## src/rtl/multi_modulus_div.sv

```systemverilog
// multi_modulus_div: programmable divider, N = 2^STAGES + p (STAGES = 1..8).
// A single STAGES+1 bit period counter gives the same period and pulse
// behaviour as a cascade of STAGES 2/3 prescaler cells. A new ratio takes
// effect only when the counter wraps, so every period is glitch-free.
// Optional feature macro: MMD_DUTY_CORR_EN (compiles in the div_half output).
module multi_modulus_div #(
  parameter int STAGES = 4
) (
  input  logic              clk_in,
  input  logic              rst,
  input  logic              en,
  input  logic [STAGES-1:0] p,
  output logic              div_out,
  output logic [STAGES-1:0] ratio_active,
  output logic              div_half
);

  localparam int CW = STAGES + 1;

  logic [CW-1:0]     cnt_q;
  logic [CW-1:0]     cnt_d;
  logic [STAGES-1:0] ratio_q;
  logic [STAGES-1:0] ratio_d;
  logic              div_q;
  logic              div_d;
  logic [CW-1:0]     n_act_s;
  logic [CW-1:0]     last_s;
  logic              wrap_s;

  // The MSB is always set, so N_act fits in STAGES+1 bits with no overflow.
  assign n_act_s = {1'b1, ratio_q};
  assign last_s  = n_act_s - {{STAGES{1'b0}}, 1'b1};
  assign wrap_s  = en && (cnt_q == last_s);

  // Next-state logic for the counter, the pulse and the latched ratio.
  always_comb begin
    cnt_d   = cnt_q;
    ratio_d = ratio_q;
    div_d   = 1'b0;
    if (en) begin
      if (wrap_s) begin
        cnt_d   = {CW{1'b0}};
        div_d   = 1'b1;
        ratio_d = p;
      end else begin
        cnt_d   = cnt_q + {{STAGES{1'b0}}, 1'b1};
        div_d   = 1'b0;
      end
    end else begin
      // Disabled edges stretch the period: hold everything, no pulse.
      div_d = 1'b0;
    end
  end

  // State register; reset aborts the current period and reloads the ratio.
  always_ff @(posedge clk_in) begin
    if (rst) begin
      cnt_q   <= {CW{1'b0}};
      div_q   <= 1'b0;
      ratio_q <= p;
    end else begin
      cnt_q   <= cnt_d;
      div_q   <= div_d;
      ratio_q <= ratio_d;
    end
  end

  assign div_out      = div_q;
  assign ratio_active = ratio_q;

`ifdef MMD_DUTY_CORR_EN
  logic          half_q;
  logic          half_d;
  logic [CW-1:0] half_len_s;
  logic [CW-1:0] cnt_inc_s;

  // floor(N_act/2) of the running period; N_act >= 2 so this is at least 1.
  assign half_len_s = {1'b0, n_act_s[CW-1:1]};
  assign cnt_inc_s  = cnt_q + {{STAGES{1'b0}}, 1'b1};

  // Rise together with div_out, fall after floor(N_act/2) cycles, hold on en=0.
  always_comb begin
    half_d = half_q;
    if (en) begin
      if (wrap_s) begin
        half_d = 1'b1;
      end else if (half_q && (cnt_inc_s == half_len_s)) begin
        half_d = 1'b0;
      end else begin
        half_d = half_q;
      end
    end else begin
      half_d = half_q;
    end
  end

  // Duty-corrected output register.
  always_ff @(posedge clk_in) begin
    if (rst) begin
      half_q <= 1'b0;
    end else begin
      half_q <= half_d;
    end
  end

  assign div_half = half_q;
`else
  assign div_half = 1'b0;
`endif

endmodule

```

## config.mk

```make
export PLATFORM = sky130hd
export DESIGN_NAME = multi_modulus_div
export DESIGN_NICKNAME = d
export VERILOG_FILES = /design/src/rtl/multi_modulus_div.sv
export SDC_FILE = /design/constraint.sdc
export NUM_CORES = 1
export LEC_CHECK = 0
export BUFFER_PORTS_ARGS = -buffer_cell sky130_fd_sc_hd__clkbuf_2
export CAP_MARGIN = 40
export CORE_MARGIN = 1
export CORE_UTILIZATION = 25
export DETAILED_ROUTE_END_ITERATION = 12
export GPL_TIMING_DRIVEN = 0
export PLACE_DENSITY = 0.55
export SLEW_MARGIN = 20
export SYNTH_ARGS = -nofsm -noshare
export SYNTH_HDL_FRONTEND = slang
export SYNTH_SLANG_ARGS = --single-unit
```

## constraint.sdc

```tcl
create_clock -name clk_in -period 2.2 [get_ports clk_in]
set_clock_uncertainty 0.05 [all_clocks]
set_input_delay 0.11 -clock clk_in [delete_from_list [all_inputs] [get_ports clk_in]]
set_output_delay 0.11 -clock clk_in [all_outputs]
set_load 0.03 [all_outputs]
```

==> results.json <==
{
  "status": "completed",
  "cp_slowest_cell": "edfxtp_1",
  "cts_made_buffers": 3,
  "clkLatencyLatePin_ps": 260,
  "multi_input_area_um2": 256,
  "synth_compound_gate_area_share_pct": 8.78,
  "yosys.area_share.xor_xnor_pct": 15.4,
  "grt_pass1_vias": 337,
  "seqPwrFrac_pct": 53.0,
  "start_util_pct": 26.4,
  "yosysSeqAreaShare_pct": 46.8,
  "cp_slowest_stage_delay_ps": 410,
  "drt_iter0_markers": 2,
  "crit_fanout": 5,
  "place_hpwl_um": 696,
  "r2r_cells": 6,
  "arrival_ps": 1960,
  "sw_frac_of_total_pct": 25.1,
  "dieArea_mm2": 0.00224,
  "rsz0062_at_grt": "false",
  "powerDensity_mw_per_mm2": 582,
  "clkTransAtPathRegs_ps": 70,
  "synth-seq-cells": 10,
  "num_vias": 392,
  "irDropWorstVdd_uv": 377,
  "p_total_uw": 399,
  "gp_congestion": 0.736,
  "setup_viol": 0,
  "yosys_warnings": 0,
  "grtUsageTotal_pct": 9.72,
  "synthCells": 46,
  "syn_area_um2": 513,
  "critPathTopFamily": "compound AO/OA/AOI/OAI gates",
  "drc": 0,
  "synth_fa_ha_area_share_pct": 4.88,
  "timing.fmax_mhz": 491,
  "syn_avg_cell_area_um2": 11.2,
  "power.switching_uw": 100,
  "antenna_found_initial": 0,
  "endpoint_kind": "flop",
  "clock_path_buffers": 2,
  "drt_wl_total_um": 960,
  "ys_types": 22,
  "yosys.area.top_type": "dfxtp_1",
  "synth_simple_gate_area_share_pct": 19.8,
  "regArea_um2": 240,
  "io_buffers": 11,
  "grt.overflow.total": 0,
  "clock-sinks": 10,
  "min_path_type": "in2reg",
  "finalSetupTns_ps": 0,
  "nets": 77,
  "htreeDepth": 1,
  "place_area_um2": 604,
  "synth_nets": 55,
  "drive_above_1_share_pct": 32.8,
  "routed_via_density": 4.17,
  "design_area_um2": 686,
  "holdPathStages": 2,
  "grt_max_degree": 9,
  "cts_tree": "yes",
  "n_fill_cell": 197,
  "grt_pass1_wl_mm": 1.44,
  "yosysTopAreaCellShare_pct": 23.4,
  "num_io_pins": 13,
  "rows": 16,
  "place_inst": 84,
  "maxSlewViolCount": 0,
  "mostFrequentLayoutCells": "11 x clkbuf_2, 6 x dfxtp_1, 5 x xor2_1, 5 x nor3_1",
  "die_x_um": 47.3,
  "synth.area.top_cells": "dfxtp_1 23%, edfxtp_1 23%, xor2_1 8.5%",
  "area_delta_synth_final_pct": 33.7,
  "critical_path_class": "reg2reg",
  "cts_root_buf": "clkbuf_4",
  "final_cells": 94,
  "cp_cell_sequence": "inv_1 -> ha_1 -> xor2_1 -> o32a_1 -> a211oi_4 -> or2_4",
  "crit_buf_inv": 1,
  "final_common_cell": "clkbuf_2",
  "p_comb_share_pct": 14.7,
  "min_period_ps": 2040,
  "diodes": 0,
  "final-hold-violation-count": 0,
  "drtAntennaViolNets": 0,
  "cp.depth": 6,
  "clock_power_share_pct": 32.3,
  "drv_cap": 0,
  "core_area_mm2": 0.00194,
  "p_int_uw": 299,
  "leakagePower_nw": 0.279,
  "post_cts_resized": 0,
  "critPathLaunchType": "flop",
  "first_pass_iters": 4,
  "die_h_um": 47.3,
  "wl_per_cell_um": 10.2,
  "synthMuxAreaShare_pct": 0,
  "critical_path_required_ps": 2120,
  "min_period_over_period_pct": 92.6,
  "synth_top_family_by_area": "simple AND/OR/NAND/NOR gates"
}
[final cells by class]
type	count	share of cell area, %
inverter	3	1.64
timing repair buffer	17	16.1
buffer	1	1.09
tap	27	4.93
multi-input combinational	32	37.4
sequential	10	35.0
clock buffer	4	3.83
[worst register-to-register path, delay by kind of cell, from the launching register on]
| kind | cells | cell delay (ps) |
|---|---|---|
| compound gates | 2 | 630 |
| simple gates | 1 | 210 |
| buf+inv | 1 | 60 |
| flops | 1 | 410 |
| fa+ha+maj | 1 | 240 |
| xor+xnor | 1 | 160 |
[metal layers]
layer | GRT usage (%) | vias to the layer above | part of all wire [%]
met5 | 0 | - | 0
li1 | - | 207 | -
met1 | 12.7 | 178 | 45
met4 | 6.86 | 0 | 1.4
met3 | 2.31 | 2 | 2.1
met2 | 14.0 | 5 | 51
[flip-flops by register name (all words and copies together), names as in the netlist]
name / cells
ratio_active: 4
cnt_q: 5
div_out: 1
[power groups by stage]
| stage | registers, mW | clock network (mW) | logic, mW |
|---|---|---|---|
| 6_report | 0.211 | 0.129 | 0.0587 |
| 5_1_grt | 0.213 | 0.143 | 0.0657 |
| 4_1_cts | 0.212 | 0.134 | 0.0588 |
| 3_5_place_dp | 0.216 | 0 | 0.0531 |
| 3_3_place_gp | 0.215 | 0 | 0.0512 |
| 2_1_floorplan | 0.221 | 0 | 0.0297 |
[worst paths after layout]
path | startpoint | to | slack, ps
max reg2reg | ratio_active[0] | ratio_active[3] | 160
max | ratio_active[0] | ratio_active[3] | 160
min | rst | div_out | 70
min reg2reg | cnt_q[3] | cnt_q[3] | 540
[cell usage after synthesis]
library cell / n
ha_1: 2
nand2_1: 2
o211ai_1: 1
xnor2_1: 4
dfxtp_1: 6
inv_1: 3
and3b_2: 1
xor2_1: 5
and2b_2: 1
a211oi_4: 1
o32a_1: 1
nand4_1: 2
o31ai_1: 1
or3b_2: 1
nor2b_1: 1
buf_4: 1
nor3_1: 5
or2_1: 1
nand3_1: 1
nand4bb_1: 1
conb_1: 1
edfxtp_1: 4
[stage by stage]
stage / util, % / worst slack, ps / hold slack (ps)
after floorplan: - / 13.7 / 132
after global routing: 35.3 / 45.6 / 73.5
final: 35.3 / 163 / 73.5
after CTS: 34.5 / 51.7 / 65.1
after detailed placement: 31.1 / 76.8 / 242
after global placement: 31.1 / 74.9 / 238
[cell families (layout without fill, tap and decap cells)]
group / count (synthesis) / count (layout)
AO/OA/AOI/OAI: 4 / 4
AND/OR/NAND/NOR: 16 / 16
buffers and inverters: 4 / 25
XOR/XNOR: 9 / 9
flip-flops: 10 / 10
other: 1 / 1
adder cells (fa/ha/maj): 2 / 2
[timing repair]
action	CTS	global route
hold buffers	4	0
endpoints found under the setup margin	0	4
endpoints found under the hold margin	4	0
setup buffers	0	2
Note: power is estimated with default switching activity, not from simulation.
